[config.mk]
export PLATFORM = sky130hd
export DESIGN_NAME = instruction_fetch_flat
export DESIGN_NICKNAME = d
export VERILOG_FILES = /design/src/rtl/instruction_fetch_pkg.sv /design/src/rtl/instruction_fetch_if.sv /design/src/rtl/instruction_fetch_buffer.sv /design/src/rtl/instruction_fetch.sv /design/src/flat_wrapper.sv
export SDC_FILE = /design/constraint.sdc
export NUM_CORES = 1
export LEC_CHECK = 0
export ABC_AREA = 1
export BUFFER_PORTS_ARGS = -buffer_cell sky130_fd_sc_hd__buf_2
export CORE_AREA = 2 2 192 194
export DETAILED_ROUTE_END_ITERATION = 8
export DIE_AREA = 0 0 194 196
export PLACE_DENSITY = 0.62
export REMOVE_ABC_BUFFERS = 1
export SYNTH_ARGS = -nofsm -noshare
export SYNTH_HDL_FRONTEND = slang
export SYNTH_SLANG_ARGS = --single-unit
[constraint.sdc]
create_clock -name clk -period 6.6 [get_ports clk]
set_clock_uncertainty 0.2 [all_clocks]
set_input_delay 0.66 -clock clk [delete_from_list [all_inputs] [get_ports clk]]
set_output_delay 0.66 -clock clk [all_outputs]
set_load 0.05 [all_outputs]
[src/rtl/instruction_fetch_pkg.sv]
// -----------------------------------------------------------------------------
// instruction_fetch_pkg
//   Shared processor definitions used by the fetch stage and the control unit.
//   Holds the canonical NOP encoding presented when no instruction is
//   available, the fetch FSM state encodings and fetch buffer geometry.
//
//   Contents:
//     NOP_INSTR        addi x0,x0,0 encoding (32 bits)
//     FETCH_BUF_DEPTH  number of entries in the fetch buffer
//     FETCH_PC_STEP    byte increment between sequential fetches
//     fetch_state_e    REQ / WAIT / DROP fetch FSM states
// -----------------------------------------------------------------------------
package instruction_fetch_pkg;

    localparam logic [31:0] NOP_INSTR       = 32'h0000_0013;
    localparam int unsigned FETCH_BUF_DEPTH = 2;
    localparam int unsigned FETCH_PC_STEP   = 4;

    typedef enum logic [1:0] {
        FETCH_REQ  = 2'd0,  // allowed to issue a request
        FETCH_WAIT = 2'd1,  // one request outstanding, response will be kept
        FETCH_DROP = 2'd2   // one request outstanding, response is stale
    } fetch_state_e;

endpackage : instruction_fetch_pkg

[src/rtl/instruction_fetch_if.sv]
// -----------------------------------------------------------------------------
// instruction_fetch_if
//   Request/response bus between the fetch stage and instruction memory.
//
//   Signals:
//     imem_addr    fetch address, meaningful while imem_req is high
//     imem_req     single-cycle request pulse
//     imem_rvalid  response strobe, one or more cycles after imem_req
//     imem_rdata   fetched instruction word, valid with imem_rvalid
//
//   Modports:
//     master  fetch stage side (drives addr/req)
//     slave   instruction memory side (drives rvalid/rdata)
// -----------------------------------------------------------------------------
interface instruction_fetch_if #(
    parameter int WORDSIZE         = 64,
    parameter int INSTRUCTION_SIZE = 32
);

    logic [WORDSIZE-1:0]         imem_addr;
    logic                        imem_req;
    logic                        imem_rvalid;
    logic [INSTRUCTION_SIZE-1:0] imem_rdata;

    modport master (
        output imem_addr,
        output imem_req,
        input  imem_rvalid,
        input  imem_rdata
    );

    modport slave (
        input  imem_addr,
        input  imem_req,
        output imem_rvalid,
        output imem_rdata
    );

endinterface : instruction_fetch_if

[src/rtl/instruction_fetch_buffer.sv]
// -----------------------------------------------------------------------------
// fetch_buffer
//   Two-entry FIFO holding fetched {instruction, pc} pairs until the control
//   unit accepts them. The head entry is presented combinationally; when the
//   buffer is empty the head reads as the NOP encoding with pc 0.
//
//   Ports:
//     clk, reset   clock and synchronous active-high reset
//     i_push       write {i_instr, i_pc} at the tail
//     i_pop        drop the head entry (ignored when empty)
//     i_flush      discard all entries (wins over push/pop)
//     i_instr      instruction word to store
//     i_pc         address of the instruction to store
//     o_instr      head instruction (NOP when empty)
//     o_pc         head address (0 when empty)
//     o_valid      buffer holds at least one entry
//     o_count      current occupancy, 0..2
// -----------------------------------------------------------------------------
module fetch_buffer
    import instruction_fetch_pkg::*;
#(
    parameter int WORDSIZE         = 64,
    parameter int INSTRUCTION_SIZE = 32
) (
    input  logic                        clk,
    input  logic                        reset,
    input  logic                        i_push,
    input  logic                        i_pop,
    input  logic                        i_flush,
    input  logic [INSTRUCTION_SIZE-1:0] i_instr,
    input  logic [WORDSIZE-1:0]         i_pc,
    output logic [INSTRUCTION_SIZE-1:0] o_instr,
    output logic [WORDSIZE-1:0]         o_pc,
    output logic                        o_valid,
    output logic [1:0]                  o_count
);

    logic [INSTRUCTION_SIZE-1:0] r_instr [FETCH_BUF_DEPTH];
    logic [WORDSIZE-1:0]         r_pc    [FETCH_BUF_DEPTH];
    logic                        r_head;
    logic [1:0]                  r_count;

    logic w_empty;
    logic w_full;
    logic w_do_pop;
    logic w_do_push;
    logic w_tail;

    assign w_empty  = (r_count == 2'd0);
    assign w_full   = (r_count == 2'd2);
    assign w_do_pop = i_pop && !w_empty;
    // A push into a full buffer is only accepted when the head leaves in the
    // same cycle; the freed slot is exactly the one the tail points at.
    assign w_do_push = i_push && (!w_full || w_do_pop);
    // With two slots the tail is head for occupancy 0 or 2, head^1 for 1.
    assign w_tail = r_head ^ r_count[0];

    always_ff @(posedge clk) begin
        if (reset || i_flush) begin
            r_head  <= 1'b0;
            r_count <= 2'd0;
        end else begin
            if (w_do_pop) begin
                r_head <= ~r_head;
            end
            case ({w_do_push, w_do_pop})
                2'b10:   r_count <= r_count + 2'd1;
                2'b01:   r_count <= r_count - 2'd1;
                default: r_count <= r_count;
            endcase
        end
    end

    // Storage carries no reset; occupancy alone decides what is visible.
    always_ff @(posedge clk) begin
        if (w_do_push && !i_flush) begin
            r_instr[w_tail] <= i_instr;
            r_pc[w_tail]    <= i_pc;
        end
    end

    assign o_valid = !w_empty;
    assign o_count = r_count;
    assign o_instr = w_empty ? INSTRUCTION_SIZE'(NOP_INSTR) : r_instr[r_head];
    assign o_pc    = w_empty ? '0 : r_pc[r_head];

endmodule : fetch_buffer

[src/rtl/instruction_fetch.sv]
// -----------------------------------------------------------------------------
// instruction_fetch
//   Fetch stage: issues one instruction-memory request at a time, collects
//   responses into a two-entry buffer and presents the head to the control
//   unit. Redirects flush the buffer and retarget the fetch pc; a response
//   belonging to a request issued before a redirect is discarded.
//
//   Parameters:
//     WORDSIZE          pc / memory address width
//     INSTRUCTION_SIZE  instruction width
//     RESET_PC          first fetch address after reset
//
//   Ports:
//     clk           single clock, rising edge
//     reset         synchronous active-high reset
//     imem          instruction memory bus (master side)
//     redirect_en   branch/jump redirect request, highest priority
//     redirect_pc   redirect target (low two bits ignored)
//     stall         control unit cannot accept the head this cycle
//     instruction   head instruction (NOP when nothing valid)
//     instr_pc      address of the head instruction (0 when nothing valid)
//     instr_valid   instruction/instr_pc are valid
// -----------------------------------------------------------------------------
module instruction_fetch
    import instruction_fetch_pkg::*;
#(
    parameter int                  WORDSIZE         = 64,
    parameter int                  INSTRUCTION_SIZE = 32,
    parameter logic [WORDSIZE-1:0] RESET_PC         = '0
) (
    input  logic                        clk,
    input  logic                        reset,
    instruction_fetch_if.master         imem,
    input  logic                        redirect_en,
    input  logic [WORDSIZE-1:0]         redirect_pc,
    input  logic                        stall,
    output logic [INSTRUCTION_SIZE-1:0] instruction,
    output logic [WORDSIZE-1:0]         instr_pc,
    output logic                        instr_valid
);

    fetch_state_e        r_state;
    fetch_state_e        w_next_state;
    logic [WORDSIZE-1:0] r_fetch_pc;
    logic [WORDSIZE-1:0] w_next_pc;
    logic [WORDSIZE-1:0] w_redirect_pc;
    logic                w_req;
    logic                w_push;
    logic                w_pop;
    logic [1:0]          w_count;
    logic                w_unused_lsbs;

    // Instructions are word aligned; the target's byte offset is dropped.
    assign w_redirect_pc = {redirect_pc[WORDSIZE-1:2], 2'b00};
    assign w_unused_lsbs = ^redirect_pc[1:0];

    // A redirect squashes whatever the control unit would have consumed.
    assign w_pop = instr_valid && !stall && !redirect_en;

    always_comb begin
        w_next_state = r_state;
        w_next_pc    = r_fetch_pc;
        w_req        = 1'b0;
        w_push       = 1'b0;

        unique case (r_state)
            FETCH_REQ: begin
                if (redirect_en) begin
                    // New target is requested no earlier than next cycle.
                    w_next_pc = w_redirect_pc;
                end else if (!reset && (w_count < 2'd2)) begin
                    // Occupancy below 2 guarantees room for the one response
                    // this request can produce.
                    w_req        = 1'b1;
                    w_next_state = FETCH_WAIT;
                end
            end

            FETCH_WAIT: begin
                if (redirect_en) begin
                    w_next_pc = w_redirect_pc;
                    // If the response lands this cycle it is simply not
                    // pushed; otherwise it is still in flight and must be
                    // swallowed later.
                    w_next_state = imem.imem_rvalid ? FETCH_REQ : FETCH_DROP;
                end else if (imem.imem_rvalid) begin
                    w_push       = 1'b1;
                    // Wraps modulo 2^WORDSIZE.
                    w_next_pc    = r_fetch_pc + WORDSIZE'(FETCH_PC_STEP);
                    w_next_state = FETCH_REQ;
                end
            end

            FETCH_DROP: begin
                if (redirect_en) begin
                    w_next_pc = w_redirect_pc;
                end
                // The stale response retires the outstanding request; a
                // redirect arriving alongside it must not leave us waiting
                // for a response that will never come.
                if (imem.imem_rvalid) begin
                    w_next_state = FETCH_REQ;
                end
            end

            default: begin
                w_next_state = FETCH_REQ;
            end
        endcase
    end

    always_ff @(posedge clk) begin
        if (reset) begin
            r_state    <= FETCH_REQ;
            r_fetch_pc <= RESET_PC;
        end else begin
            r_state    <= w_next_state;
            r_fetch_pc <= w_next_pc;
        end
    end

    assign imem.imem_req  = w_req;
    assign imem.imem_addr = r_fetch_pc;

    fetch_buffer #(
        .WORDSIZE         (WORDSIZE),
        .INSTRUCTION_SIZE (INSTRUCTION_SIZE)
    ) u_fetch_buffer (
        .clk     (clk),
        .reset   (reset),
        .i_push  (w_push),
        .i_pop   (w_pop),
        .i_flush (redirect_en),
        .i_instr (imem.imem_rdata),
        .i_pc    (r_fetch_pc),
        .o_instr (instruction),
        .o_pc    (instr_pc),
        .o_valid (instr_valid),
        .o_count (w_count)
    );

endmodule : instruction_fetch

[src/flat_wrapper.sv]
// flat-port wrapper written by rule: the top's interface ports become plain ports
module instruction_fetch_flat import instruction_fetch_pkg::*;
#(
    parameter int                  WORDSIZE         = 64,
    parameter int                  INSTRUCTION_SIZE = 32,
    parameter logic [WORDSIZE-1:0] RESET_PC         = '0
)
  (clk, reset, redirect_en, redirect_pc, stall, instruction, instr_pc, instr_valid, imem_imem_addr, imem_imem_req, imem_imem_rvalid, imem_imem_rdata);
  instruction_fetch_if #(.WORDSIZE(WORDSIZE), .INSTRUCTION_SIZE(INSTRUCTION_SIZE)) imem_i ();
  input  logic clk;
  input  logic reset;
  input  logic redirect_en;
  input  logic [WORDSIZE-1:0] redirect_pc;
  input  logic stall;
  output logic [INSTRUCTION_SIZE-1:0] instruction;
  output logic [WORDSIZE-1:0] instr_pc;
  output logic instr_valid;
  output wire logic [$bits(imem_i.imem_addr)-1:0] imem_imem_addr;
  output wire logic [$bits(imem_i.imem_req)-1:0] imem_imem_req;
  input wire logic [$bits(imem_i.imem_rvalid)-1:0] imem_imem_rvalid;
  input wire logic [$bits(imem_i.imem_rdata)-1:0] imem_imem_rdata;
  assign imem_imem_addr = imem_i.imem_addr;
  assign imem_imem_req = imem_i.imem_req;
  assign imem_i.imem_rvalid = imem_imem_rvalid;
  assign imem_i.imem_rdata = imem_imem_rdata;
  instruction_fetch #(.WORDSIZE(WORDSIZE), .INSTRUCTION_SIZE(INSTRUCTION_SIZE), .RESET_PC(RESET_PC)) u_core (.clk(clk), .reset(reset), .imem(imem_i), .redirect_en(redirect_en), .redirect_pc(redirect_pc), .stall(stall), .instruction(instruction), .instr_pc(instr_pc), .instr_valid(instr_valid));
endmodule
==> results.py <==
metrics = {
    "clocking": {
        "cts_repair_resize_count": 0,
        "cts_root_buffer": "clkbuf_16",
        "clockBufferDepth": 3,
        "worstSkewPairLatency_ns": 0.55,
        "clkTransAtPathRegs_ns": 0.06,
        "holdBufCountCts": 0,
        "cts_sinks": 256,
        "postCtsSetupBuffers": 0,
        "cts_made_buffers": 29,
        "htreeDepth": 1,
        "cts_tree": "yes",
    },
    "critical_path": {
        "rr_startpoint": "u_core.imem.imem_addr[2]$_SDFFE_PP0P_",
        "crit_arrival_ns": 2.96,
        "critPathRequiredTime_ns": 5.74,
        "cp-end-kind": "output port",
        "cp_max_fo": 61,
        "critPathKind": "flip-flop to output port",
        "start_kind": "flip-flop",
    },
    "placed_design": {
        "place_hpwl_um": 27420,
        "dp.cells": 2181,
        "place_congestion": 0.8688,
        "io_buffers": 256,
        "placed_cell_area_um2": 14130,
    },
    "global_routing": {
        "grt_max_degree": 71,
        "grt_overflow": 0,
        "grt_usage": 0.2012,
        "antenna_found_initial": 2,
        "grt_pass1_wl_um": 59880,
        "grt_pass1_vias": 10340,
    },
    "pwr": {
        "ir_drop_uv": 167.1,
        "finalPower_mw": 3.833,
        "p_leak_nw": 6.204,
        "power_density_nw_per_um2": 254.1,
    },
    "timing": {
        "hold_violations": 0,
        "fin_crit_ns": 3.817,
        "holdWs_ns": 0.09571,
        "slew_violations": 0,
        "rsz0062_at_grt": "false",
        "period_share": 0.5783,
        "setup_viol": 0,
        "relSlewSlack": 0.3791,
        "fmax_mhz": 262.0,
        "worstMarginPinSlew_ns": 0.9313,
    },
    "die": {
        "pin_count": 263,
        "fp.dieArea_um2": 38020,
        "fp.dieW_um": 194,
        "initial_core_util": 0.3445,
        "rows": 70,
        "die_h_um": 196,
        "core_region_area_um2": 36080,
    },
    "finish": {
        "fin_area_um2": 15080,
        "syn_to_final_growth_pct": 21.35,
        "fin_cells": 2236,
        "final_common_cell": "nand2_1",
        "nets": 1846,
        "post_route_cells_drive_above_1_share": 0.1993,
        "final_cell_mix": "533 x nand2_1, 256 x buf_2, 188 x edfxtp_1",
    },
    "routing": {
        "wirelength_um": 39400,
        "dr.pass1.iters": 5,
        "vias_per_cell": 4.925,
        "drtIter0Drc": 762,
        "wl_per_cell_um": 17.62,
        "drc": 0,
        "vias": 11010,
        "postRouteAntennaNets": 0,
    },
    "logic_synthesis": {
        "syn_avg_cell_area_um2": 8.237,
        "syn_area_um2": 12430,
        "ys_types": 42,
        "yosysWarnings": 0,
        "ys_ff_latch": 256,
        "synth_cells": 1509,
        "seq_area_frac_synth": 0.5637,
    },
    "run": {
        "cap_violations": 0,
    },
    "worst_hold_path": {
        "min_path_type": "input port to flip-flop",
        "min_from": "imem_imem_rdata[13]",
    },
    "outcome": {
        "status": "complete, no violations",
    },
}
-- cell families after synthesis --
logic type               count (synthesis)  synth area share
buffers and inverters                  163           0.05406
AND/OR/NAND/NOR                        838            0.2734
flip-flops                             256            0.5637
adder cells (fa/ha/maj)                  1          0.001006
XOR/XNOR                                10          0.007046
other                                    1         0.0003017
AO/OA/AOI/OAI                          240            0.1005
-- path summary, 6_finish.rpt --
path                                                    endpoint  slack, ns  depth (start not counted)
hold / removal    u_core.u_fetch_buffer.r_instr[0][13]$_DFFE_PP_        0.1                          1
hold reg to reg                   u_core.r_state[0]$_SDFFE_PP0P_       0.32                          1
setup reg to reg          u_core.imem.imem_addr[56]$_SDFFE_PP0P_       3.73                         10
setup / recovery                                    instr_pc[44]       2.78                          5
-- final cells by class --
class                      instances  area (µm²)
fill                            3655       21000
sequential                       256        7010
multi-input combinational       1093        4790
timing repair buffer             270        1386
clock buffer                      37       765.7
tap                              468       585.6
inverter                          94       354.1
clock inverter                    16       186.4
antenna                            2       5.005
-- synthesized netlist by cell type (all sizes together) --
library cell    n  area (µm²)
nand2         541        2051
nor2          206       850.8
edfxtp        188        5645
a21oi         163       827.1
inv            92       345.3
dfxtp          68        1361
nand3          62       320.3
o21ai          62       310.3
clkbuf         49       193.9
buf            18       107.6
nor3           10       50.05
nand4           6       37.54
o31ai           6       45.04
nand3b          5       37.54
xnor2           5       43.79
xor2            5       43.79
or2             4       25.02
a31oi           3       18.77
o211ai          3       22.52
and3            2       12.51
clkinv          2       7.510
dlygate4sd1     2       17.52
a211oi          1       7.510
a22o            1       8.760
and2            1       6.260
conb            1       3.750
ha              1       12.51
nor3b           1       7.510
o221ai          1       8.760
-- flip-flops by register name, indices dropped and copies added, names as in the netlist, named ones only --
register,flops
u_core.imem.imem_addr,62
u_core.u_fetch_buffer.o_count,2
u_core.r_state,2
u_core.u_fetch_buffer.r_pc,124
u_core.u_fetch_buffer.r_head,1
u_core.u_fetch_buffer.r_instr,64
-- routing by layer --
layer / up-vias / part of all wire / global-route usage
met4: 2 / 0.014 / 0.03984
li1: 5430 / - / -
met2: 353 / 0.47 / 0.3382
met1: 5187 / 0.45 / 0.2758
met3: 40 / 0.061 / 0.03215
met5: - / 0.00028 / 0
-- power breakdown --
part	total [mW]	internal, mW	switching, mW
Sequential	1.85	1.78	0.0734
Combinational	0.357	0.0970	0.260
Clock	1.63	0.975	0.653
-- metrics by stage --
step,setup WS [ns],util,setup TNS (ns)
after CTS,2.678,0.4179,0
after global routing,2.569,0.4179,0
after global placement,3.283,0.3915,0
final,2.783,0.4180,0
after detailed placement,3.272,0.3915,0
after floorplan,-0.1806,-,-33.95
-- worst max-delay path: stages, from the launching register on --
cell and delay [ns]:
dfxtp_4 0.48, clkinv_2 0.49, buf_4 0.69, nand2_1 0.11, a21oi_1 0.25, buf_2 0.33
No activity file was read; power rests on OpenSTA's default activity.
